<file path="config.mk">
export PLATFORM = sky130hd
export DESIGN_NAME = mem_arbiter
export DESIGN_NICKNAME = d
export VERILOG_FILES = /design/src/rtl/mem_arbiter.sv
export SDC_FILE = /design/constraint.sdc
export NUM_CORES = 1
export LEC_CHECK = 0
export ABC_AREA = 1
export CORE_AREA = 2 2 120 122
export DETAILED_ROUTE_END_ITERATION = 10
export DIE_AREA = 0 0 122 124
export PLACE_DENSITY = 0.82
export SLEW_MARGIN = 15
export SYNTH_ARGS = -nofsm -noshare
export SYNTH_HDL_FRONTEND = slang
export SYNTH_SLANG_ARGS = --single-unit
</file>
<file path="constraint.sdc">
create_clock -name clk -period 7.32 [get_ports clk]
set_input_delay 1.098 -clock clk [delete_from_list [all_inputs] [get_ports clk]]
set_output_delay 1.098 -clock clk [all_outputs]
set_load 0.005 [all_outputs]
</file>
<file path="src/rtl/mem_arbiter.sv">
// Two-master arbiter in front of a single fixed-latency memory port.
// Each access runs IDLE -> ACCESS -> WAIT -> RESP. Request fields are latched
// at grant, so the memory side never sees the requester combinationally.
// Optional macro MEM_ARB_RR_EN selects round-robin arbitration on contention;
// when it is undefined, m0 has fixed priority.
// MEM_LAT must be in 1..15 because the latency counter is 4 bits wide.
module mem_arbiter #(
    parameter int unsigned AW      = 32,
    parameter int unsigned DW      = 32,
    parameter int unsigned MEM_LAT = 1
) (
    input  logic          clk,
    input  logic          rst,
    input  logic          m0_req,
    input  logic          m0_we,
    input  logic [AW-1:0] m0_addr,
    input  logic [DW-1:0] m0_wdata,
    output logic          m0_gnt,
    output logic          m0_ack,
    output logic [DW-1:0] m0_rdata,
    input  logic          m1_req,
    input  logic          m1_we,
    input  logic [AW-1:0] m1_addr,
    input  logic [DW-1:0] m1_wdata,
    output logic          m1_gnt,
    output logic          m1_ack,
    output logic [DW-1:0] m1_rdata,
    output logic          mem_en,
    output logic          mem_we,
    output logic [AW-1:0] mem_addr,
    output logic [DW-1:0] mem_wdata,
    input  logic [DW-1:0] mem_rdata,
    output logic          busy
);

    typedef enum logic [1:0] {StIdle, StAccess, StWait, StResp} state_t;

    localparam logic [3:0] LatInit = 4'(MEM_LAT - 1);

    state_t        state_q, state_d;
    logic          owner_q, owner_d;   // 0 = m0, 1 = m1
    logic          last_q, last_d;     // master granted most recently
    logic          we_q, we_d;
    logic [AW-1:0] addr_q, addr_d;
    logic [DW-1:0] wdata_q, wdata_d;
    logic [3:0]    cnt_q, cnt_d;
    logic [DW-1:0] rdata0_q, rdata0_d;
    logic [DW-1:0] rdata1_q, rdata1_d;
    logic          pick;

    // Arbitration: choose which master wins when leaving IDLE.
    always_comb begin
        pick = ~m0_req;
`ifdef MEM_ARB_RR_EN
        if (m0_req && m1_req) begin
            pick = ~last_q;
        end
`endif
    end

    // Next-state logic: sequence one access and capture read data at the end of WAIT.
    always_comb begin
        state_d  = state_q;
        owner_d  = owner_q;
        last_d   = last_q;
        we_d     = we_q;
        addr_d   = addr_q;
        wdata_d  = wdata_q;
        cnt_d    = cnt_q;
        rdata0_d = rdata0_q;
        rdata1_d = rdata1_q;
        unique case (state_q)
            StIdle: begin
                if (m0_req || m1_req) begin
                    owner_d = pick;
                    last_d  = pick;
                    we_d    = pick ? m1_we    : m0_we;
                    addr_d  = pick ? m1_addr  : m0_addr;
                    wdata_d = pick ? m1_wdata : m0_wdata;
                    state_d = StAccess;
                end
            end
            StAccess: begin
                cnt_d   = LatInit;
                state_d = StWait;
            end
            StWait: begin
                if (cnt_q == 4'd0) begin
                    if (!we_q) begin
                        if (owner_q) begin
                            rdata1_d = mem_rdata;
                        end else begin
                            rdata0_d = mem_rdata;
                        end
                    end
                    state_d = StResp;
                end else begin
                    cnt_d = cnt_q - 4'd1;
                end
            end
            StResp: begin
                state_d = StIdle;
            end
            default: begin
                state_d = StIdle;
            end
        endcase
    end

    // State and datapath registers; reset abandons any in-flight access.
    always_ff @(posedge clk or posedge rst) begin
        if (rst) begin
            state_q  <= StIdle;
            owner_q  <= 1'b0;
            last_q   <= 1'b1;
            we_q     <= 1'b0;
            addr_q   <= '0;
            wdata_q  <= '0;
            cnt_q    <= 4'd0;
            rdata0_q <= '0;
            rdata1_q <= '0;
        end else begin
            state_q  <= state_d;
            owner_q  <= owner_d;
            last_q   <= last_d;
            we_q     <= we_d;
            addr_q   <= addr_d;
            wdata_q  <= wdata_d;
            cnt_q    <= cnt_d;
            rdata0_q <= rdata0_d;
            rdata1_q <= rdata1_d;
        end
    end

    // Outputs decoded from state and latched fields only.
    always_comb begin
        busy      = (state_q != StIdle);
        m0_gnt    = busy && !owner_q;
        m1_gnt    = busy && owner_q;
        m0_ack    = (state_q == StResp) && !owner_q;
        m1_ack    = (state_q == StResp) && owner_q;
        m0_rdata  = rdata0_q;
        m1_rdata  = rdata1_q;
        mem_en    = (state_q == StAccess);
        mem_we    = mem_en && we_q;
        mem_addr  = addr_q;
        mem_wdata = wdata_q;
    end

endmodule

</file>
Word level (Yosys, flattened, before mapping)
Cells that the tools add are included.
Word-level totals
  flip-flop bits (word level): 136
  input bits: 166
  logic and storage cells: 42
Operators by class
  add/sub/neg operators: 1
  bitwise gates (word level): 3
  reduce and logical (&&, ||, !) cells: 16
  muxes and demuxes: 8
  equal/unequal tests: 6
Operators with widths (count)
  $mux W32: 2
  $pmux W2 S4: 1
  $pmux W4 S2: 1
  $reduce_and A4 Y1: 2
  $ne A2 B2 Y1 const B: 3
  $reduce_and A2 Y1: 3
  $logic_and A1 B1 Y1: 5
  $eq A2 B2 Y1 const B: 2
  $logic_not A4 Y1: 1
  $mux W2: 2
  $mux W4: 1
  $reduce_bool A2 Y1: 2
  $sub A4 B1 Y4 const B: 1
  $not A1 Y1: 3
  $eq A2 B1 Y1 const B: 1
  $logic_not A2 Y1: 1
  $logic_not A1 Y1: 1
  $logic_or A1 B1 Y1: 1
  $mux W1: 1

Longest topological paths before layout
  depth in word-level cells: 3
  gate-level depth with buffers: 8

Least setup slack after synthesis
No wires, ideal clock.
  path kind: input port to flip-flop
  start point: input m0_req
  end point: register addr_q[16] (netlist: mem_addr[16])
  library setup time: 0.132 ns
  stages: 4
  arrival time: 1.809 ns
  setup slack: 5.379 ns
  cells stage by stage: buf_4 -> o21ai_4 -> clkbuf_1 -> o31ai_1
Between the ends
  cells in the longest elaborated chain, start to end: 2
  elaborated cells between the ends (all ways): 3
  classes of those cells: mux (1); reduce/logical (2)
RTL lines
  start, declared: line 14  | input logic m0_req,
  $logic_or A1 B1 Y1: line 74  | if (m0_req || m1_req) begin
  $reduce_and A2 Y1 (no line)
  end signal, assigned: line 127  | addr_q <= addr_d;
  end, declared: line 44  | logic [AW-1:0] addr_q, addr_d;
Several ways; a longest one is shown, not always the timed one.
A chain may end at the register's enable or synchronous reset.

Worst setup path in the final report
  start point: input m0_req
  end point: register addr_q[23] (netlist: mem_addr[23])
Same word-level chain as after synthesis.

==> metrics.md <==
| Metric | Value |
|---|---|
| Worst hold path type | `reg -> reg` |
| Tot GR Track Use | `23.1%` |
| Yosys cell types | `23` |
| Critical path arrival | `3.49 ns` |
| Seq/Total Area, Yosys | `58.1%` |
| Setup-failing EPs final | `0` |
| Post-route ant nets | `0` |
| Resize count post-CTS | `0` |
| Fin Clk Skew | `0.00776 ns` |
| Routed vias/inst | `4.80` |
| Gr ovfl total | `0` |
| Fin crit period | `3.18 ns` |
| WL final | `17400 um` |
| Fillers | `1064` |
| Core Region | `13700 um2` |
| R2R setup slack | `4.93 ns` |
| Post-CTS Setup Bufs | `0` |
| Post-synthesis cell count | `655` |
| Final Wtd Congestion | `0.825` |
| Fin. Hold Viols | `0` |
| Worst vdd ir | `0.172 mV` |
| Die width | `122 um` |
| Worst path required time | `7.63 ns` |
| Synth top area cells | `dfrtp_1 58%, nand2_1 9.2%, nor2_1 8.8%` |
| Area growth syn-to-layout | `62.1%` |
| Pwr dens | `410 nW/um2` |
| Post-Syn Nets | `826` |
| Crit start category | `primary input` |
| Num CTS Buffers | `17` |
| Sequential Area | `3400 um2` |
| Crit path cell chain | `buf_2, buf_4, o21ai_4, buf_4, nand2_1, o31ai_1` |
| Max-Cap Viols | `0` |
| Vias | `5411` |
| Root buffer cell | `clkbuf_16` |
| Initial antenna violation count | `0` |
| Part of the cycle the worst path needs | `43.4%` |
| Max Slew Vio Count | `0` |
| H-tree levels | `4` |
| Post-route DRC | `0` |
| CTS clk-pin slew, worst paths | `0.06 ns` |
| IO Pins | `301` |
| Hold_buf cts | `0` |
| Syn. warnings | `0` |
| Slew @ Worst Pin | `1.13 ns` |
| Post-DP HPWL | `12500 um` |
| Max Buffers Root-to-Sink | `2` |
| RSZ-0062 raised after global routing | `false` |
| Clk sink count | `136` |
| Final setup TNS | `0 ns` |
| Die Ht | `124 um` |
| Worst Path Max Fanout | `98` |
| Worst path most repeated cell | `buf_4` |
| EDFF count, synth | `0` |
| Share of cells above drive strength 1 | `4.32%` |
| Kind of critical path | `in -> reg` |
| Element type at the critical path end | `flop` |
| F_max | `0.315 GHz` |
| Ys flop type | `dfrtp_1` |
| Initial core utilization | `42.7%` |
| Slew HR | `24.9%` |
| Top-area cell type share of the netlist area | `58.1%` |
| Num rows | `43` |
| Antenna diode count | `0` |
| Area leader, netlist | `dfrtp_1` |
| Initial DRC Count | `340` |
| Clk Latency, worst-skew pair | `0.41 ns` |
| CP delay by family, top | `buffers and inverters` |
| Fraction of registers with async set or reset after synthesis | `100%` |
| Wirelength per Cell | `15.5 um` |
| Syn_area_per_cell | `8.95 um2` |
| Leakage | `4.34 nW` |
| Global-route wire length before repair | `26600 um` |
| DR pass1 iterations | `4` |
| Yosys reg bits | `136` |
| CP bufs+invs | `3` |
| CTS tree | `built` |
| Post-DP Area | `8870 um2` |
| Vias in the first global route | `5226` |
| Mapped Area | `5860 um2` |
| Buffers added on ports | `300` |
| Pin count of the biggest net entering global routing | `99` |
| Net count, final | `1107` |
| Critical Path Slowest Stage Cell | `buf_4` |
| Area of the multi-input gates | `2050 um2` |
| Fin area | `9500 um2` |
| Max incr delay on CP | `0.84 ns` |
| Layout Utilization | `69.3%` |
| Die area | `15100 um2` |
| Status | `finished, final reports clean` |
==> synth_stat cells, types with 2 or more instances <==
library cell / n
o31ai_1: 65
o21ai_0: 58
clkbuf_1: 4
ha_1: 5
clkbuf_2: 3
buf_4: 9
o21ai_1: 11
buf_1: 4
nor2_1: 138
nand2_4: 2
nand3_1: 4
dfrtp_1: 136
buf_2: 17
nand2_1: 144
buf_6: 4
inv_1: 44
==> metrics by stage <==
step	worst slack, ns	cells	hold slack, ns	total power [W]
2_1_floorplan	2.58	655	0.459	0.00199
3_3_place_gp	3.80	1097	0.465	0.00294
3_5_place_dp	3.69	1097	0.470	0.00300
4_1_cts	4.11	1128	0.484	0.00394
5_1_grt	3.90	1128	0.498	0.00416
6_report	4.14	1128	0.481	0.00390
==> power by group <==
| part | switching (W) | leakage [nW] | internal [W] |
|---|---|---|---|
| sequential | 0.000226 | 1.65 | 0.00114 |
| clock | 0.000311 | 0.298 | 0.000600 |
| combinational | 0.000680 | 2.40 | 0.000942 |
| total | 0.00122 | 4.34 | 0.00268 |
==> state kept, by name, indices dropped and copies added, names as in the netlist <==
name / flops
m0_rdata: 32
mem_wdata: 32
cnt_q: 4
we_q: 1
mem_addr: 32
state_q: 2
owner_q: 1
m1_rdata: 32
==> layer usage <==
layer	track usage (%)	share of wire, %	vias up
met3	8.93	9.6	40
met2	37.8	49	239
met5	0	0	-
met1	26.5	38	2443
li1	-	-	2689
met4	11.6	3.5	0
==> cell families (layout without fill, tap and decap cells) <==
kind of cell / after synthesis / in the layout / share of synthesized area (%)
AND/OR/NAND/NOR: 290 / 290 / 19.0
AO/OA/AOI/OAI: 137 / 137 / 14.7
flip-flops: 136 / 136 / 58.1
buffers and inverters: 86 / 379 / 7.02
adder cells (fa/ha/maj): 5 / 5 / 1.07
XOR/XNOR: 1 / 1 / 0.149
==> layout by cell type (no fill, tap or decap), types with 2 or more instances in the layout <==
cell type	netlist	layout
clkinvlp_4	0	4
o31ai_1	65	65
o21ai_0	58	58
nand3_1	4	4
clkinv_2	0	3
o21ai_1	11	11
bufinv_16	0	5
inv_2	1	2
nand2_1	144	144
dfrtp_1	136	136
nor2_1	138	138
clkbuf_16	0	17
nand2_4	2	2
clkdlybuf4s50_1	0	299
inv_1	44	42
buf_4	9	3
ha_1	5	5
==> layout make-up <==
type / count / share of cell area [%]
well taps: 180 / 2.37
flip-flops and latches: 136 / 35.8
repair buffers: 303 / 31.8
clock inverters: 13 / 2.15
inverters: 45 / 1.83
multi-input cells: 433 / 21.5
clock buffers: 18 / 4.52
==> worst paths after layout <==
| check | from | to | depth (start not counted) |
|---|---|---|---|
| worst min register to register | m0_rdata[15] | m0_rdata[15] | 2 |
| max in group asynchronous | rst | m1_rdata[17] | 3 |
| worst max-delay path | m0_req | mem_addr[23] | 6 |
| worst min-delay path | m0_rdata[15] | m0_rdata[15] | 2 |
| min in group asynchronous | rst | m0_rdata[30] | 2 |
| worst max register to register | state_q[1] | mem_addr[23] | 6 |
==> worst min-delay path, cell delays in order (launching register included) <==
cell and delay, ns:
dfrtp_1 0.34, nand2_1 0.05, o21ai_0 0.06
(Power assumes the default switching activity.)
